### config.mk
export PLATFORM = sky130hd
export DESIGN_NAME = pipemem_stage_flat
export DESIGN_NICKNAME = d
export VERILOG_FILES = /design/src/rtl/pipemem_stage_if.sv /design/src/rtl/pipemem_stage.sv /design/src/flat_wrapper.sv
export SDC_FILE = /design/constraint.sdc
export NUM_CORES = 1
export LEC_CHECK = 0
export CORE_MARGIN = 4
export CORE_UTILIZATION = 42
export CTS_CLUSTER_DIAMETER = 80
export DETAILED_ROUTE_END_ITERATION = 7
export GPL_TIMING_DRIVEN = 1
export PLACE_DENSITY = 0.79
export SYNTH_ARGS = -nofsm -noshare
export SYNTH_HDL_FRONTEND = slang
export SYNTH_SLANG_ARGS = --single-unit
### constraint.sdc
create_clock -name clock -period 3.1 [get_ports clock]
set_clock_uncertainty 0.15 [all_clocks]
set_input_delay 0.31 -clock clock [delete_from_list [all_inputs] [get_ports clock]]
set_output_delay 0.31 -clock clock [all_outputs]
set_load 0.01 [all_outputs]
### src/rtl/pipemem_stage_if.sv
// Data-memory request/acknowledge bus between the MEM stage (master) and data memory (slave).
interface pipemem_stage_if #(
  parameter int DATA_W = 32
) ();
  logic              dm_req;
  logic              dm_we;
  logic [DATA_W-1:0] dm_addr;
  logic [DATA_W-1:0] dm_wdata;
  logic [DATA_W-1:0] dm_rdata;
  logic              dm_ack;

  modport master (
    output dm_req,
    output dm_we,
    output dm_addr,
    output dm_wdata,
    input  dm_rdata,
    input  dm_ack
  );

  modport slave (
    input  dm_req,
    input  dm_we,
    input  dm_addr,
    input  dm_wdata,
    output dm_rdata,
    output dm_ack
  );
endinterface

### src/rtl/pipemem_stage.sv
// MIPS32 MEM stage: EX/MEM and MEM/WB registers around a req/ack data-memory port with timeout.
// Optional macro MEM_ALIGN_CHECK_EN rejects memory ops whose address is not word aligned.
module pipemem_stage #(
  parameter int DATA_W  = 32,
  parameter int TIMEOUT = 15
) (
  input  logic              clock,
  input  logic              reset,
  input  logic              evalid,
  input  logic [DATA_W-1:0] ealu,
  input  logic [DATA_W-1:0] eb,
  input  logic [4:0]        ern,
  input  logic              ewreg,
  input  logic              em2reg,
  input  logic              ewmem,
  output logic              mstall,
  pipemem_stage_if.master   dm,
  output logic              wvalid,
  output logic              wwreg,
  output logic              wm2reg,
  output logic [4:0]        wrn,
  output logic [DATA_W-1:0] walu,
  output logic [DATA_W-1:0] wmo,
  output logic              merr
);

  localparam logic [0:0] ST_IDLE = 1'b0;
  localparam logic [0:0] ST_WAIT = 1'b1;
  localparam logic [7:0] LP_LAST = 8'(TIMEOUT - 1);

  // EX/MEM register
  logic              r_mvalid;
  logic [DATA_W-1:0] r_malu;
  logic [DATA_W-1:0] r_mb;
  logic [4:0]        r_mrn;
  logic              r_mwreg;
  logic              r_mm2reg;
  logic              r_mwmem;

  // MEM/WB register
  logic              r_wvalid;
  logic              r_wwreg;
  logic              r_wm2reg;
  logic [4:0]        r_wrn;
  logic [DATA_W-1:0] r_walu;
  logic [DATA_W-1:0] r_wmo;

  logic [0:0]        r_state;
  logic [7:0]        r_cnt;

  logic w_mem_op;
  logic w_misalign;
  logic w_access;
  logic w_timeout_hit;
  logic w_fail;
  logic w_stall;

  assign w_mem_op = r_mvalid & (r_mm2reg | r_mwmem);

`ifdef MEM_ALIGN_CHECK_EN
  assign w_misalign = w_mem_op & (r_malu[1:0] != 2'b00);
`else
  assign w_misalign = 1'b0;
`endif

  assign w_access      = w_mem_op & ~w_misalign;
  // The final wait cycle gives up on the ack and lets the op leave MEM with an error.
  assign w_timeout_hit = (r_state == ST_WAIT) & ~dm.dm_ack & (r_cnt == LP_LAST);
  assign w_fail        = w_timeout_hit | w_misalign;
  assign w_stall       = w_access & ~dm.dm_ack & ~w_timeout_hit;

  assign dm.dm_req   = w_access;
  assign dm.dm_we    = r_mwmem;
  assign dm.dm_addr  = r_malu;
  assign dm.dm_wdata = r_mb;

  assign mstall = w_stall;
  assign merr   = w_fail;

  always_ff @(posedge clock) begin
    if (reset) begin
      r_mvalid <= 1'b0;
      r_malu   <= '0;
      r_mb     <= '0;
      r_mrn    <= 5'd0;
      r_mwreg  <= 1'b0;
      r_mm2reg <= 1'b0;
      r_mwmem  <= 1'b0;
    end else if (!w_stall) begin
      r_mvalid <= evalid;
      r_malu   <= ealu;
      r_mb     <= eb;
      r_mrn    <= ern;
      r_mwreg  <= evalid & ewreg;
      r_mm2reg <= evalid & em2reg;
      r_mwmem  <= evalid & ewmem;
    end
  end

  always_ff @(posedge clock) begin
    if (reset) begin
      r_state <= ST_IDLE;
      r_cnt   <= 8'd0;
    end else begin
      case (r_state)
        ST_IDLE: begin
          r_cnt <= 8'd0;
          if (w_access && !dm.dm_ack) begin
            r_state <= ST_WAIT;
          end
        end
        ST_WAIT: begin
          if (dm.dm_ack || w_timeout_hit) begin
            r_state <= ST_IDLE;
            r_cnt   <= 8'd0;
          end else begin
            r_cnt <= r_cnt + 8'd1;
          end
        end
        default: begin
          r_state <= ST_IDLE;
          r_cnt   <= 8'd0;
        end
      endcase
    end
  end

  // A stalled cycle hands write-back a bubble; an aborted access keeps its slot but writes nothing.
  always_ff @(posedge clock) begin
    if (reset || w_stall) begin
      r_wvalid <= 1'b0;
      r_wwreg  <= 1'b0;
      r_wm2reg <= 1'b0;
      r_wrn    <= 5'd0;
      r_walu   <= '0;
      r_wmo    <= '0;
    end else begin
      r_wvalid <= r_mvalid;
      r_wwreg  <= r_mwreg & (r_mrn != 5'd0) & ~w_fail;
      r_wm2reg <= r_mm2reg;
      r_wrn    <= r_mrn;
      r_walu   <= r_malu;
      r_wmo    <= (w_access && r_mm2reg && dm.dm_ack) ? dm.dm_rdata : '0;
    end
  end

  assign wvalid = r_wvalid;
  assign wwreg  = r_wwreg;
  assign wm2reg = r_wm2reg;
  assign wrn    = r_wrn;
  assign walu   = r_walu;
  assign wmo    = r_wmo;

endmodule

### src/flat_wrapper.sv
// flat-port wrapper written by rule: the top's interface ports become plain ports
module pipemem_stage_flat 
#(
  parameter int DATA_W  = 32,
  parameter int TIMEOUT = 15
)
  (clock, reset, evalid, ealu, eb, ern, ewreg, em2reg, ewmem, mstall, wvalid, wwreg, wm2reg, wrn, walu, wmo, merr, dm_dm_req, dm_dm_we, dm_dm_addr, dm_dm_wdata, dm_dm_rdata, dm_dm_ack);
  pipemem_stage_if #(.DATA_W(DATA_W)) dm_i ();
  input  logic clock;
  input  logic reset;
  input  logic evalid;
  input  logic [DATA_W-1:0] ealu;
  input  logic [DATA_W-1:0] eb;
  input  logic [4:0] ern;
  input  logic ewreg;
  input  logic em2reg;
  input  logic ewmem;
  output logic mstall;
  output logic wvalid;
  output logic wwreg;
  output logic wm2reg;
  output logic [4:0] wrn;
  output logic [DATA_W-1:0] walu;
  output logic [DATA_W-1:0] wmo;
  output logic merr;
  output wire logic [$bits(dm_i.dm_req)-1:0] dm_dm_req;
  output wire logic [$bits(dm_i.dm_we)-1:0] dm_dm_we;
  output wire logic [$bits(dm_i.dm_addr)-1:0] dm_dm_addr;
  output wire logic [$bits(dm_i.dm_wdata)-1:0] dm_dm_wdata;
  input wire logic [$bits(dm_i.dm_rdata)-1:0] dm_dm_rdata;
  input wire logic [$bits(dm_i.dm_ack)-1:0] dm_dm_ack;
  assign dm_dm_req = dm_i.dm_req;
  assign dm_dm_we = dm_i.dm_we;
  assign dm_dm_addr = dm_i.dm_addr;
  assign dm_dm_wdata = dm_i.dm_wdata;
  assign dm_i.dm_rdata = dm_dm_rdata;
  assign dm_i.dm_ack = dm_dm_ack;
  pipemem_stage #(.DATA_W(DATA_W), .TIMEOUT(TIMEOUT)) u_core (.clock(clock), .reset(reset), .evalid(evalid), .ealu(ealu), .eb(eb), .ern(ern), .ewreg(ewreg), .em2reg(em2reg), .ewmem(ewmem), .mstall(mstall), .dm(dm_i), .wvalid(wvalid), .wwreg(wwreg), .wm2reg(wm2reg), .wrn(wrn), .walu(walu), .wmo(wmo), .merr(merr));
endmodule
== Word level (Yosys, flattened, before mapping) ==
Index checks and enable logic that the tools add are counted.

* $add $sub $neg: 1
* Equality and inequality tests: 1
* Multiplexer cells: 5
* Bitwise gates (word level): 15
* Reduce and logical (&&, ||, !) cells: 8

{| class="wikitable"
|+ Operator list
! operator !! count
|-
| 8-bit case mux with 2 select lines || 1
|-
| 1-bit AND || 10
|-
| 8-bit by 1-bit adder with 8-bit output, second input constant || 1
|-
| 8-bit by 4-bit equality test with 1-bit output, second input constant || 1
|-
| 8-bit 2-to-1 mux || 1
|-
| 5-bit nonzero test || 1
|-
| 1-bit NOT || 4
|-
| 1-bit logical AND || 3
|-
| 1-bit logical OR || 2
|-
| 1-bit 2-to-1 mux || 2
|-
| 1-bit case mux with 2 select lines || 1
|-
| 2-bit OR reduction || 1
|-
| 1-bit logical NOT || 1
|-
| 1-bit bitwise OR || 1
|}

* Flip-flop bits (word level): 154
* Input port bits: 108
* Output and inout port bits: 140
* Word-level logic and storage cells: 45

== Depth between registers and ports, before layout ==
* Word-level depth: 7
* Mapped depth: 8
* Mapped depth without buffers: 5

== Worst setup path before layout ==
No wires, ideal clock.

* Path kind: register to output
* From: register u_core.r_cnt[4]
* To: output port mstall
* Arrival time: 1.504 ns
* Required time: 2.640 ns
* Slack: 1.136 ns
* Cell stages (with the launch flop): 6
* Path buffers: 3
* Cells stage by stage: dfxtp_1 > or4b_1 > o211a_1 > buf_2 > buf_6 > buf_6

* Cells in the longest elaborated chain, start to end: 4

{| class="wikitable"
|+ RTL lines
! element !! line !! RTL
|-
| start: declaration || pipemem_stage.sv:49 || <nowiki>logic [7:0] r_cnt;</nowiki>
|-
| start signal: assignment || pipemem_stage.sv:117 || <nowiki>r_cnt <= r_cnt + 8'd1;</nowiki>
|-
| 8-bit by 4-bit equality test with 1-bit output || pipemem_stage.sv:68 || <nowiki>assign w_timeout_hit = (r_state == ST_WAIT) & ~dm.dm_ack & (r_cnt == LP_LAST);</nowiki>
|-
| 1-bit AND || pipemem_stage.sv:68 ||
|-
| 1-bit NOT || pipemem_stage.sv:70 || <nowiki>assign w_stall = w_access & ~dm.dm_ack & ~w_timeout_hit;</nowiki>
|-
| 1-bit AND || pipemem_stage.sv:70 ||
|-
| end: declaration || flat_wrapper.sv:18 || <nowiki>output logic mstall;</nowiki>
|}

Every way passes these cells.

== Worst setup path after layout ==
* From: register u_core.r_cnt[4]
* To: output port merr

* Cells in the longest elaborated chain, start to end: 2

{| class="wikitable"
|+ RTL lines
! element !! line !! RTL
|-
| 8-bit by 4-bit equality test with 1-bit output || pipemem_stage.sv:68 ||
|-
| 1-bit AND || pipemem_stage.sv:68 ||
|-
| end: declaration || flat_wrapper.sv:25 || <nowiki>output logic merr;</nowiki>
|}

Every way passes these cells.

==> out/results.txt <==
Post-synth ARST share - 0
Tot GR Track Use - 0.182
top cells by instance count after synthesis - 154 x dfxtp_1, 141 x nand2b_1, 72 x mux2i_1
synthesized instance count - 521
drt initial violations - 219
Crit path max-delay family - simple AND/OR/NAND/NOR gates
Leak - 3.24 nW
Antenna Violating Nets Remaining - 0
initial antenna violation count - 0
Fill cells - 1040
first-pass GRT wire length - 23200 µm
library cells used by synthesis - 32
max-slew violation count - 0
clock sink count - 154
CTS H-tree depth - 4
number of diodes - 0
worst stage delay on the critical path - 0.60 ns
via count - 4390
crit path max fanout - 6
run status - finished, final reports clean
hold_sp - eb[9]
Root Buffer - clkbuf_16
Remaining Overflow, GRT - 0
Mapped Area - 0.00586 mm²
Tightest Pin Transition - 0.838 ns
Power, Total - 4.66 mW
Bufs and invs on worst path - 1
DR DRC count - 0
Max Root-Sink Buffers - 2
CP Class - register to primary output
syn_nets - 631
most frequent cell after synthesis - dfxtp_1
chip height - 126 µm
Vias/cell - 4.65
main area contributors after synthesis - dfxtp_1 53%, nand2b_1 15%, mux2i_1 12%
vias in the first global route - 4501
Nets - 865
Final GP Congestion - 0.794
crit path cell chain - or4b_1, nor3_1, clkdlybuf4s50_1
flops & latches, synth - 154
area leader, netlist - dfxtp_1
Max IR drop VDD - 324 µV
Area growth syn-to-layout - 53.9%
post-route insts no fill - 944
Worst Hold Depth - 3
post-synthesis sequential area ratio - 0.526
layout cells sized above 1 - 0.104
ys flop type - dfxtp_1
DRT Pass-1 Iters - 4
slowest CP cell - clkdlybuf4s50_1
post-CTS sizing - 0
Post-DP Area - 0.00842 mm²
die area - 0.0159 mm²
largest net degree at the start of global routing - 114
final setup TNS - 0 ns
pwr/cell area - 517 mW/mm²
Critical R2R Launch - u_core.r_cnt[0]
max-capacitance violation count - 0
Post-CTS Hold Fix Bufs - 0
port bufs - 247
FF-to-FF setup slack - 0.78 ns
hpwl dp - 10700 µm
Initial Utilization - 0.436
Synth top area share - 0.526
yosys warns - 0
Max Used Layer - met4
Final Cell Area - 0.00902 mm²
Clk Latency, worst-skew pair - 0.41 ns
RSZ-0062 raised after global routing - false
CTS tree - yes
DR WL/cell - 15.7 µm
routed length on met3 - 980 µm
core area - 0.0135 mm²
startpoint types - register
EDFF count, synth - 0
row cnt - 42
CTS clk-pin slew, worst paths - 0.07 ns
RR Endpoint - u_core.dm.dm_addr[0]
worst r2r path cells - 6
Final Util - 0.670
arrival time worst endpoint - 2.23 ns
CP required - 2.64 ns
Fin. Hold Viols - 0
setup ws final - 0.408 ns
Hold Slack - 0.294 ns
DR WL met2 - 7550 µm
synthesized area per cell - 11.2 µm²
hold crit path type - input port to register
clock buffers created by TritonCTS - 17
FMAX - 371 MHz
placed cells - 912
final WL - 14800 µm
I/O pins - 248
final period utilization - 0.869
post-CTS setup buffers - 0
routed length on met1 - 5980 µm
Setup Viol. Count Final - 0
Rel. slew slack - 0.436
Die X - 126 µm
post-place setup slack - 0.858 ns
Tmin final - 2.69 ns
nature of the critical path endpoint - primary output
hold path endpoint - u_core.dm.dm_wdata[9]
[worst max-delay path by stage]
stage,startpoint,endpoint,cells after the start
2_1_floorplan,u_core.r_cnt[4],mstall,5
3_3_place_gp,u_core.r_cnt[4],merr,3
3_5_place_dp,u_core.r_cnt[4],merr,3
4_1_cts,u_core.r_cnt[4],merr,3
5_1_grt,u_core.r_cnt[4],merr,3
6_report,u_core.r_cnt[4],merr,3
[cells in the final DEF, fill, tap and decap left out, types with 2 or more instances in the layout]
master,synthesis,routed
o21ai_0,4,4
buf_12,0,2
buf_4,0,3
inv_1,2,2
dfxtp_1,154,154
inv_6,0,5
nand3_1,4,4
nor3b_2,39,39
a21oi_1,3,3
and2_1,32,32
mux2i_1,72,72
ha_1,2,2
or3_1,3,3
nor2_1,5,5
clkdlybuf4s50_1,0,246
clkbuf_8,0,3
clkbuf_16,0,17
xor2_1,2,2
nand2_1,7,7
clkinv_4,0,4
nand2b_1,141,141
[routing by layer]
metal / vias to the layer above / global-route usage
met5: - / 0
met4: 0 / 0.0707
met3: 20 / 0.0601
met2: 161 / 0.319
met1: 2036 / 0.205
li1: 2173 / -
[cell type report]
cell class | instances | area [µm²] | area share
well taps | 176 | 220 | 0.0244
multi-input cells | 329 | 2590 | 0.287
clock buffers | 20 | 467 | 0.0518
clock inverters | 12 | 128 | 0.0142
repair buffers | 251 | 2520 | 0.280
flip-flops and latches | 154 | 3080 | 0.342
inverters | 2 | 7.51 | 0.000833
[kinds of logic after synthesis]
| logic type | Yosys count | synth area share |
|---|---|---|
| simple gates | 240 | 0.293 |
| fa+ha+maj | 2 | 0.00427 |
| mux | 72 | 0.123 |
| xor+xnor | 3 | 0.00448 |
| buf+inv | 38 | 0.0346 |
| flops | 154 | 0.526 |
| compound gates | 12 | 0.0147 |
[sequential cells by signal, indices dropped and copies added, names as in the netlist]
signal and cells:
u_core.dm.dm_addr 32, u_core.dm.dm_wdata 32, u_core.dm.dm_we 1, u_core.r_cnt 8
u_core.r_mm2reg 1, u_core.r_mrn 5, u_core.r_mvalid 1, u_core.r_mwreg 1
u_core.r_state 1, u_core.walu 32, u_core.wm2reg 1, u_core.wmo 32
u_core.wrn 5, u_core.wvalid 1, u_core.wwreg 1
[worst reg2reg max path: cells and delay by family (launching register included)]
| kind | cells | cell delay, ns |
|---|---|---|
| flops | 1 | 0.42 |
| simple gates | 1 | 0.22 |
| buf+inv | 2 | 0.63 |
| fa+ha+maj | 1 | 0.20 |
| compound gates | 1 | 0.24 |
| mux | 1 | 0.41 |
[power by group]
part	switching [mW]	leakage, nW	internal [mW]
sequential	0.0431	1.27	2.06
clock	0.856	0.291	1.19
combinational	0.178	1.69	0.332
Note: power is estimated with default switching activity, not from simulation.
